**config.mk**
```make
export PLATFORM = sky130hd
export DESIGN_NAME = spi_cmd_engine
export DESIGN_NICKNAME = d
export VERILOG_FILES = /design/src/rtl/spi_cmd_engine.sv
export SDC_FILE = /design/constraint.sdc
export NUM_CORES = 1
export LEC_CHECK = 0
export CAP_MARGIN = 10
export CORE_ASPECT_RATIO = 1.5
export CORE_UTILIZATION = 50
export DETAILED_ROUTE_END_ITERATION = 8
export PLACE_DENSITY = 0.77
export SLEW_MARGIN = 20
export SYNTH_ARGS = -nofsm -noshare
export SYNTH_HDL_FRONTEND = slang
export SYNTH_SLANG_ARGS = --single-unit
```
**constraint.sdc**
```tcl
create_clock -name spi_clk_i -period 2.87 [get_ports spi_clk_i]
set_input_delay 0.574 -clock spi_clk_i [delete_from_list [all_inputs] [get_ports spi_clk_i]]
set_output_delay 0.574 -clock spi_clk_i [all_outputs]
set_load 0.005 [all_outputs]
```
**src/rtl/spi_cmd_engine.sv**
```systemverilog
// spi_cmd_engine: SD-card SPI command engine. Serialises a 48-bit command frame
//   on MOSI (SPI mode 0), then polls MISO with 0xFF bytes until an R1 response arrives.
// Ports: spi_clk_i/spi_rst_i clock and async active-high reset; spi_data_i command frame;
//   spi_statusreg_i {N[8:6], rsvd, rd, wr, msb_first, ss_high, start}; spi_miso_i card data;
//   spi_sclk_o/spi_mosi_o/spi_ss_o SPI bus; spi_r1_o last R1; spi_flagreg_o {0, OPERT_DONE, WORD_COM};
//   spi_timeout_o sticky no-response flag.
module spi_cmd_engine #(
  parameter int NCR_MAX  = 8,
  parameter int CMD_BITS = 48
) (
  input  logic                spi_clk_i,
  input  logic                spi_rst_i,
  input  logic [CMD_BITS-1:0] spi_data_i,
  input  logic [8:0]          spi_statusreg_i,
  input  logic                spi_miso_i,
  output logic                spi_sclk_o,
  output logic                spi_mosi_o,
  output logic                spi_ss_o,
  output logic [7:0]          spi_r1_o,
  output logic [2:0]          spi_flagreg_o,
  output logic                spi_timeout_o
);

  localparam int              BW          = $clog2(CMD_BITS + 1);
  localparam logic [BW-1:0]   C_CMD_BITS  = BW'(CMD_BITS);
  localparam logic [BW-1:0]   C_BYTE_BITS = BW'(8);
  localparam logic [7:0]      C_NCR_LAST  = 8'(NCR_MAX - 1);

  typedef enum logic [2:0] {S_IDLE, S_LOAD, S_SHIFT, S_POLL, S_DONE} state_t;

  state_t              r_state;
  state_t              w_next;
  logic [CMD_BITS-1:0] r_shift;
  logic                r_msb;
  logic                r_ssh;
  logic [2:0]          r_n;
  logic [2:0]          r_div;
  logic                r_sclk;
  logic                r_mosi;
  logic [BW-1:0]       r_bits;     // rising edges in current phase (frame or poll byte)
  logic [2:0]          r_rcnt;     // rising edges modulo 8, for WORD_COM
  logic                r_word;
  logic [7:0]          r_rx;
  logic [7:0]          r_pbytes;
  logic [7:0]          r_r1;
  logic                r_timeout;
  logic                w_active;
  logic                w_tick;
  logic                w_rise;
  logic                w_fall;
  logic                w_done;
  logic                w_unused;

  // rd/wr/reserved bits carry intent for other blocks only
  assign w_unused = ^spi_statusreg_i[5:3];

  assign w_active = (r_state == S_SHIFT) || (r_state == S_POLL);
  assign w_tick   = w_active && (r_div == r_n);
  assign w_rise   = w_tick && !r_sclk;
  assign w_fall   = w_tick && r_sclk;

  // State register
  always_ff @(posedge spi_clk_i or posedge spi_rst_i) begin
    if (spi_rst_i) r_state <= S_IDLE;
    else            r_state <= w_next;
  end

  // Next-state logic
  always_comb begin
    w_next = r_state;
    case (r_state)
      S_IDLE:  if (spi_statusreg_i[0]) w_next = S_LOAD;
      S_LOAD:  w_next = S_SHIFT;
      S_SHIFT: if (w_fall && (r_bits == C_CMD_BITS)) w_next = r_ssh ? S_DONE : S_POLL;
      // a poll byte is judged on the falling edge after its 8th bit so SCLK ends low
      S_POLL:  if (w_fall && (r_bits == C_BYTE_BITS) && (!r_rx[7] || (r_pbytes == C_NCR_LAST)))
                 w_next = S_DONE;
      S_DONE:  w_next = S_IDLE;
      default: w_next = S_IDLE;
    endcase
  end

  // Outputs decoded from state; ss follows the live input during LOAD so
  // a back-to-back command shows exactly one high cycle (the IDLE cycle)
  always_comb begin
    spi_ss_o = 1'b1;
    w_done   = 1'b0;
    case (r_state)
      S_LOAD:          spi_ss_o = spi_statusreg_i[1];
      S_SHIFT, S_POLL: spi_ss_o = r_ssh;
      S_DONE: begin
        spi_ss_o = r_ssh;
        w_done   = 1'b1;
      end
      default:         spi_ss_o = 1'b1;
    endcase
  end

  // Datapath: divider, shifter, receiver, counters
  always_ff @(posedge spi_clk_i or posedge spi_rst_i) begin
    if (spi_rst_i) begin
      r_shift   <= '0;
      r_msb     <= 1'b0;
      r_ssh     <= 1'b0;
      r_n       <= 3'd0;
      r_div     <= 3'd0;
      r_sclk    <= 1'b0;
      r_mosi    <= 1'b1;
      r_bits    <= '0;
      r_rcnt    <= 3'd0;
      r_word    <= 1'b0;
      r_rx      <= 8'hFF;
      r_pbytes  <= 8'd0;
      r_r1      <= 8'hFF;
      r_timeout <= 1'b0;
    end else begin
      r_word <= 1'b0;
      case (r_state)
        S_LOAD: begin
          r_shift   <= spi_data_i;
          r_msb     <= spi_statusreg_i[2];
          r_ssh     <= spi_statusreg_i[1];
          r_n       <= spi_statusreg_i[8:6];
          r_timeout <= 1'b0;
          r_div     <= 3'd0;
          r_sclk    <= 1'b0;
          r_mosi    <= spi_statusreg_i[2] ? spi_data_i[CMD_BITS-1] : spi_data_i[0];
          r_bits    <= '0;
          r_rcnt    <= 3'd0;
          r_rx      <= 8'hFF;
          r_pbytes  <= 8'd0;
        end
        S_SHIFT, S_POLL: begin
          if (w_tick) begin
            r_div  <= 3'd0;
            r_sclk <= !r_sclk;
          end else begin
            r_div  <= r_div + 3'd1;
          end
          if (w_rise) begin
            r_bits <= r_bits + 1'b1;
            r_rcnt <= r_rcnt + 3'd1;
            r_word <= (r_rcnt == 3'd7);
            r_rx   <= {r_rx[6:0], spi_miso_i};
          end
          if (w_fall) begin
            if (r_state == S_SHIFT) begin
              if (r_bits == C_CMD_BITS) begin
                r_mosi <= 1'b1;
                r_bits <= '0;
              end else if (r_msb) begin
                r_mosi  <= r_shift[CMD_BITS-2];
                r_shift <= {r_shift[CMD_BITS-2:0], 1'b0};
              end else begin
                r_mosi  <= r_shift[1];
                r_shift <= {1'b0, r_shift[CMD_BITS-1:1]};
              end
            end else if (r_bits == C_BYTE_BITS) begin
              r_bits   <= '0;
              r_pbytes <= r_pbytes + 8'd1;
              if (!r_rx[7]) begin
                r_r1 <= r_rx;
              end else if (r_pbytes == C_NCR_LAST) begin
                r_r1      <= 8'hFF;
                r_timeout <= 1'b1;
              end
            end
          end
        end
        default: ;
      endcase
    end
  end

  assign spi_sclk_o    = r_sclk;
  assign spi_mosi_o    = r_mosi;
  assign spi_r1_o      = r_r1;
  assign spi_timeout_o = r_timeout;
  assign spi_flagreg_o = {1'b0, w_done, r_word};

endmodule

```
Word level (Yosys, flattened, before mapping)

Index checks and enable logic that the tools add are counted.

Input bits: 60
Flip-flop bits (word level): 96
Output and inout bits: 15

Add/subtract/negate cells: 4
Muxes and demuxes: 46
Equality and inequality tests: 22
Reduce and logical (&&, ||, !) cells: 22
Bitwise operators: 1

Operator list:

| kind                                                             | number |
|---|---|
| 48-bit two-way mux                                               | 4 |
| 48-bit case mux with 2 select lines                              | 1 |
| 8-bit two-way mux                                                | 6 |
| 8-bit case mux with 2 select lines                               | 2 |
| 6-bit two-way mux                                                | 5 |
| 2-bit != test (second input constant)                            | 10 |
| 3-bit two-way mux                                                | 6 |
| 1-bit two-way mux                                                | 14 |
| 3-bit case mux with 2 select lines                               | 2 |
| 3-bit case mux with 4 select lines                               | 1 |
| 6-bit case mux with 2 select lines                               | 1 |
| 8-bit by 1-bit adder with 8-bit output (second input constant)   | 1 |
| 8-bit by 3-bit == test with 1-bit output (second input constant) | 1 |
| 1-bit case mux with 2 select lines                               | 4 |
| 4-bit AND reduction                                              | 2 |
| 3-bit by 1-bit adder with 3-bit output (second input constant)   | 2 |
| 6-bit by 1-bit adder with 6-bit output (second input constant)   | 1 |
| 3-bit by 2-bit == test with 1-bit output (second input constant) | 2 |
| 3-bit == test (second input constant)                            | 2 |
| 6-bit by 4-bit == test with 1-bit output (second input constant) | 1 |
| 6-bit == test (second input constant)                            | 1 |
| 1-bit logical AND                                                | 6 |
| 2-bit by 1-bit != test with 1-bit output (second input constant) | 3 |
| 3-bit AND reduction                                              | 2 |
| other kinds (12)                                                 | 15 |

Depth between registers and ports, before layout

Depth after elaboration: 9
Gate-level depth with buffers: 8

Worst setup path after synthesis

OpenSTA, ideal clock, no wires.

Path type: reg-to-reg
Start point: reg r_div[0]
End point: reg r_shift[0]
Clock period less this slack: 2.023 ns
Slack: 0.847 ns
Stages on the path, launching flop included: 7
Arrival: 1.895 ns
Cells stage by stage: dfrtp_1 -> xnor2_2 -> nand4_1 -> o41ai_2 -> buf_2 -> buf_4 -> mux2_1

Longest elaborated chain between the ends: 5

Ends and longest elaborated chain:

| element                       | line | source |
|---|---|---|
| start, declared               | 37   | `logic [2:0] r_div;` |
| start signal, assigned        | 138  | `r_div <= r_div + 3'd1;` |
| 3-bit == test                 | 58   | `assign w_tick = w_active && (r_div == r_n);` |
| 1-bit logical AND             | 58   |  |
| 1-bit logical AND             | 60   | `assign w_fall = w_tick && r_sclk;` |
| 2-bit != test (no line)       | --   |  |
| 4-bit AND reduction (no line) | --   |  |
| end signal, assigned          | 120  | `r_shift <= spi_data_i;` |
| end signal, assigned          | 153  | `r_shift <= {r_shift[CMD_BITS-2:0], 1'b0};` |
| end signal, assigned          | 156  | `r_shift <= {1'b0, r_shift[CMD_BITS-1:1]};` |
| end, declared                 | 33   | `logic [CMD_BITS-1:0] r_shift;` |

No other way between the ends.
A chain may end at the register's enable or synchronous reset.

Worst setup path in the final report

Start point: reg r_state[1]
End point: out spi_ss_o

Longest elaborated chain between the ends: 3
Elaborated cells on any way between the ends: 6
Classes of those cells: eq/ne (4); mux (1); reduce/logical (1)

Ends and longest elaborated chain:

| element                                                                          | line | source |
|---|---|---|
| start, declared                                                                  | 31   | `state_t r_state;` |
| start signal, assigned                                                           | 65   | `else r_state <= w_next;` |
| 3-bit by 2-bit == test with 1-bit output / 3-bit == test (equally long branches) | 88   | `case (r_state)` |
| 3-bit OR reduction (no line)                                                     | --   |  |
| 1-bit case mux with 2 select lines *                                             | 88   |  |
| end, declared                                                                    | 18   | `output logic spi_ss_o,` |

Mark *: on every way between the ends. The rest lies on a longest branch, timed or not.

==> impl_metrics.toml <==
[status]
run_status = "complete, no violations"

[clock_tree]
clock_sink_count = 96
post-cts-setup-buffer-count = 0
clock_tree.root_cell = "clkbuf_16"
clockBufferDepth = 2
cts.hold.buffers_added = 0
ctsHtreeMaxLevel = 3
cts.clk_slew.worst_paths_ns = 0.07
clock_latency_on_the_worst_skew_pair_ns = 0.35
cts_resized = 0
cts_buffers = 9
cts_tree = "yes"

[global_route]
number_of_antenna_violations_at_the_first_check_in_global_routing = 0
overflow = 0
pin_count_of_the_biggest_net_entering_global_routing = 97
grt_pass1_wl_mm = 18.8
track_usage_pct = 21.5
grt_pass1_vias = 4032

[sta]
fin_crit_ns = 2.61
fin_crit_sh_pct = 90.9
fin_worst_skew_ns = 0.00822
setup-violations-final = 0
slew_violations = 0
totalNegativeSetupSlack_ns = 0
achievable-frequency_mhz = 383
relative_slew_slack_pct = 51.2
worst_slew_pin_slew_ns = 0.731
timing_hold_violations_final = 0
grt_setup_unrepaired = "no"

[yosys]
postSynthAreaPerCell_um2 = 9.89
synth.cell_area_um2 = 5380
ys_top_cells_by_area = "dfrtp_1, mux2i_1, mux2_1"
yosys.area.top_type = "dfrtp_1"
postSynthRegisterBits = 96
seq_area_frac_synth_pct = 45.0
mappedNetlistNets = 610
synth_enable_flop_cells = 0
synth_async_sr_flop_share_pct = 100
dominantRegCellSynth = "dfrtp_1"
synth_cell_type_count = 55
synth_top_area_share_pct = 36.7
syn_inst = 544
synth-warning-count = 0

[worst_hold_path]
hp-class = "flip-flop to flip-flop"

[power_and_ir_drop]
powerDensity_nw_per_um2 = 933
total_power_mw = 6.09
vdd_drop_max_uv = 483
power_leakage_nw = 2.72

[layout]
n_antenna_cell = 0
layout-area-overhead-vs-synth_pct = 21.4
post_route_cells_drive_above_1_share_pct = 10.2
nets = 667
commonest_non_fill_non_tap_cell_in_the_layout = "nand2_1"
layout_common_cells = "nand2_1, dfrtp_1, o21ai_0, clkdlybuf4s50_1, mux2i_1"
n_fill_cell = 886

[route]
post_drt_via_cell_ratio = 5.61
totalWireLength_mm = 11.5
drc = 0
num_vias = 4211
final_antenna_net_count = 0
routed_wire_length_per_instance_um = 15.3
drt-pass1-iter-count = 4
detail_route.iter0.violations = 171

[worst_setup_path]
end_kind = "primary output"
worst-endpoint-arrival_ns = 2.04
cp_cell_sequence = "inv_1 > nand2_1 > o22a_1 > clkdlybuf4s50_1"
worst-r2r-setup-slack_ns = 0.49
slowest_stage = "dfrtp_1"
cpPeakStageDelay_ns = 0.62
cp_data_required_time_ns = 2.30
worst-setup-path-type = "flip-flop to primary output"
start_kind = "flip-flop"
timing.critical_path.fanout_max = 13

[die]
fp.dieArea_um2 = 11200
die_width_um = 86.7
floorplan.initialDensity_pct = 51.1
floorplan.die.height_um = 129
pin_count = 75
placeableCoreArea_um2 = 10500
std_cell_rows = 46

[placement]
gp_congestion = 0.786
placement.io_buffers = 70
dp.final_hpwl_mm = 7.74

[job]
max_capacitance_violation_count = 0
synth_stat cells (all sizes together), types with 5 or more instances:
| cell type | instances |
|---|---|
| nand3 | 14 |
| o21ai | 74 |
| clkbuf | 24 |
| nand2 | 96 |
| nand2b | 5 |
| dfrtp | 79 |
| o31ai | 6 |
| mux2 | 50 |
| a21oi | 5 |
| buf | 16 |
| dfstp | 17 |
| inv | 13 |
| nor2 | 14 |
| mux2i | 56 |
| ha | 6 |
routing by layer:
layer / GRT usage, % / vias up / part of all wire [%]
li1: - / 2044 / -
met1: 25.8 / 2060 / 43
met2: 38.4 / 94 / 52
met3: 3.50 / 13 / 3.4
met4: 8.14 / 0 / 1.5
met5: 0 / - / 0
through the flow:
| step | hold slack [ns] | instance area [um2] | worst slack [ns] | util, % | instances |
|---|---|---|---|---|---|
| floorplan | 0.440 | 5380 | 0.847 | - | 544 |
| global placement | 0.452 | 6250 | 0.561 | 59.3 | 734 |
| detailed placement | 0.457 | 6250 | 0.505 | 59.3 | 734 |
| CTS | 0.467 | 6530 | 0.266 | 62.0 | 750 |
| global route | 0.476 | 6530 | 0.143 | 62.0 | 750 |
| finish | 0.465 | 6530 | 0.260 | 62.0 | 750 |
power breakdown:
part	internal [mW]	total (mW)	switching, mW
clock	0.616	1.15	0.531
sequential	1.88	2.30	0.417
combinational	1.24	2.64	1.41
flip-flops by register name (all words and copies together), names as in the netlist:
| signal | count |
|---|---|
| r_pbytes | 8 |
| r_ssh | 1 |
| r_word | 1 |
| r_n | 3 |
| spi_sclk_o | 1 |
| r_rcnt | 3 |
| spi_r1_o | 8 |
| r_div | 3 |
| r_state | 3 |
| r_bits | 6 |
| r_shift | 48 |
| r_rx | 8 |
| spi_timeout_o | 1 |
| spi_mosi_o | 1 |
| r_msb | 1 |
worst paths after layout:
path                        startpoint          end  cells after the start
max                         r_state[1]     spi_ss_o                      4
min                        spi_r1_o[3]  spi_r1_o[3]                      2
max reg2reg                   r_div[0]   r_shift[7]                      5
min reg2reg                spi_r1_o[3]  spi_r1_o[3]                      2
max in group asynchronous    spi_rst_i        r_msb                      3
min in group asynchronous    spi_rst_i   r_shift[9]                      3
cell type report:
class | count | area (um2) | area share [%]
Tap cell | 144 | 180 | 2.76
Multi-Input combinational cell | 395 | 2750 | 42.0
Sequential cell | 96 | 2420 | 37.1
Inverter | 13 | 52.6 | 0.805
Timing Repair Buffer | 86 | 846 | 13.0
Clock buffer | 11 | 243 | 3.72
Clock inverter | 5 | 40.0 | 0.613
critical path: cells and delay by family, from the launching register on:
family	cells	cell delay, ns
flops	1	0.62
compound gates	1	0.16
simple gates	1	0.19
buf+inv	2	0.72
logic make-up after synthesis:
family,Yosys count,share of synthesized area (%)
other cells,1,0.0697
simple gates,168,15.0
mux,106,21.0
buf+inv,53,4.28
compound gates,111,12.3
fa+ha+maj,6,1.40
xor+xnor,3,0.907
flops,96,45.0
No activity file was read; power rests on OpenSTA's default activity.
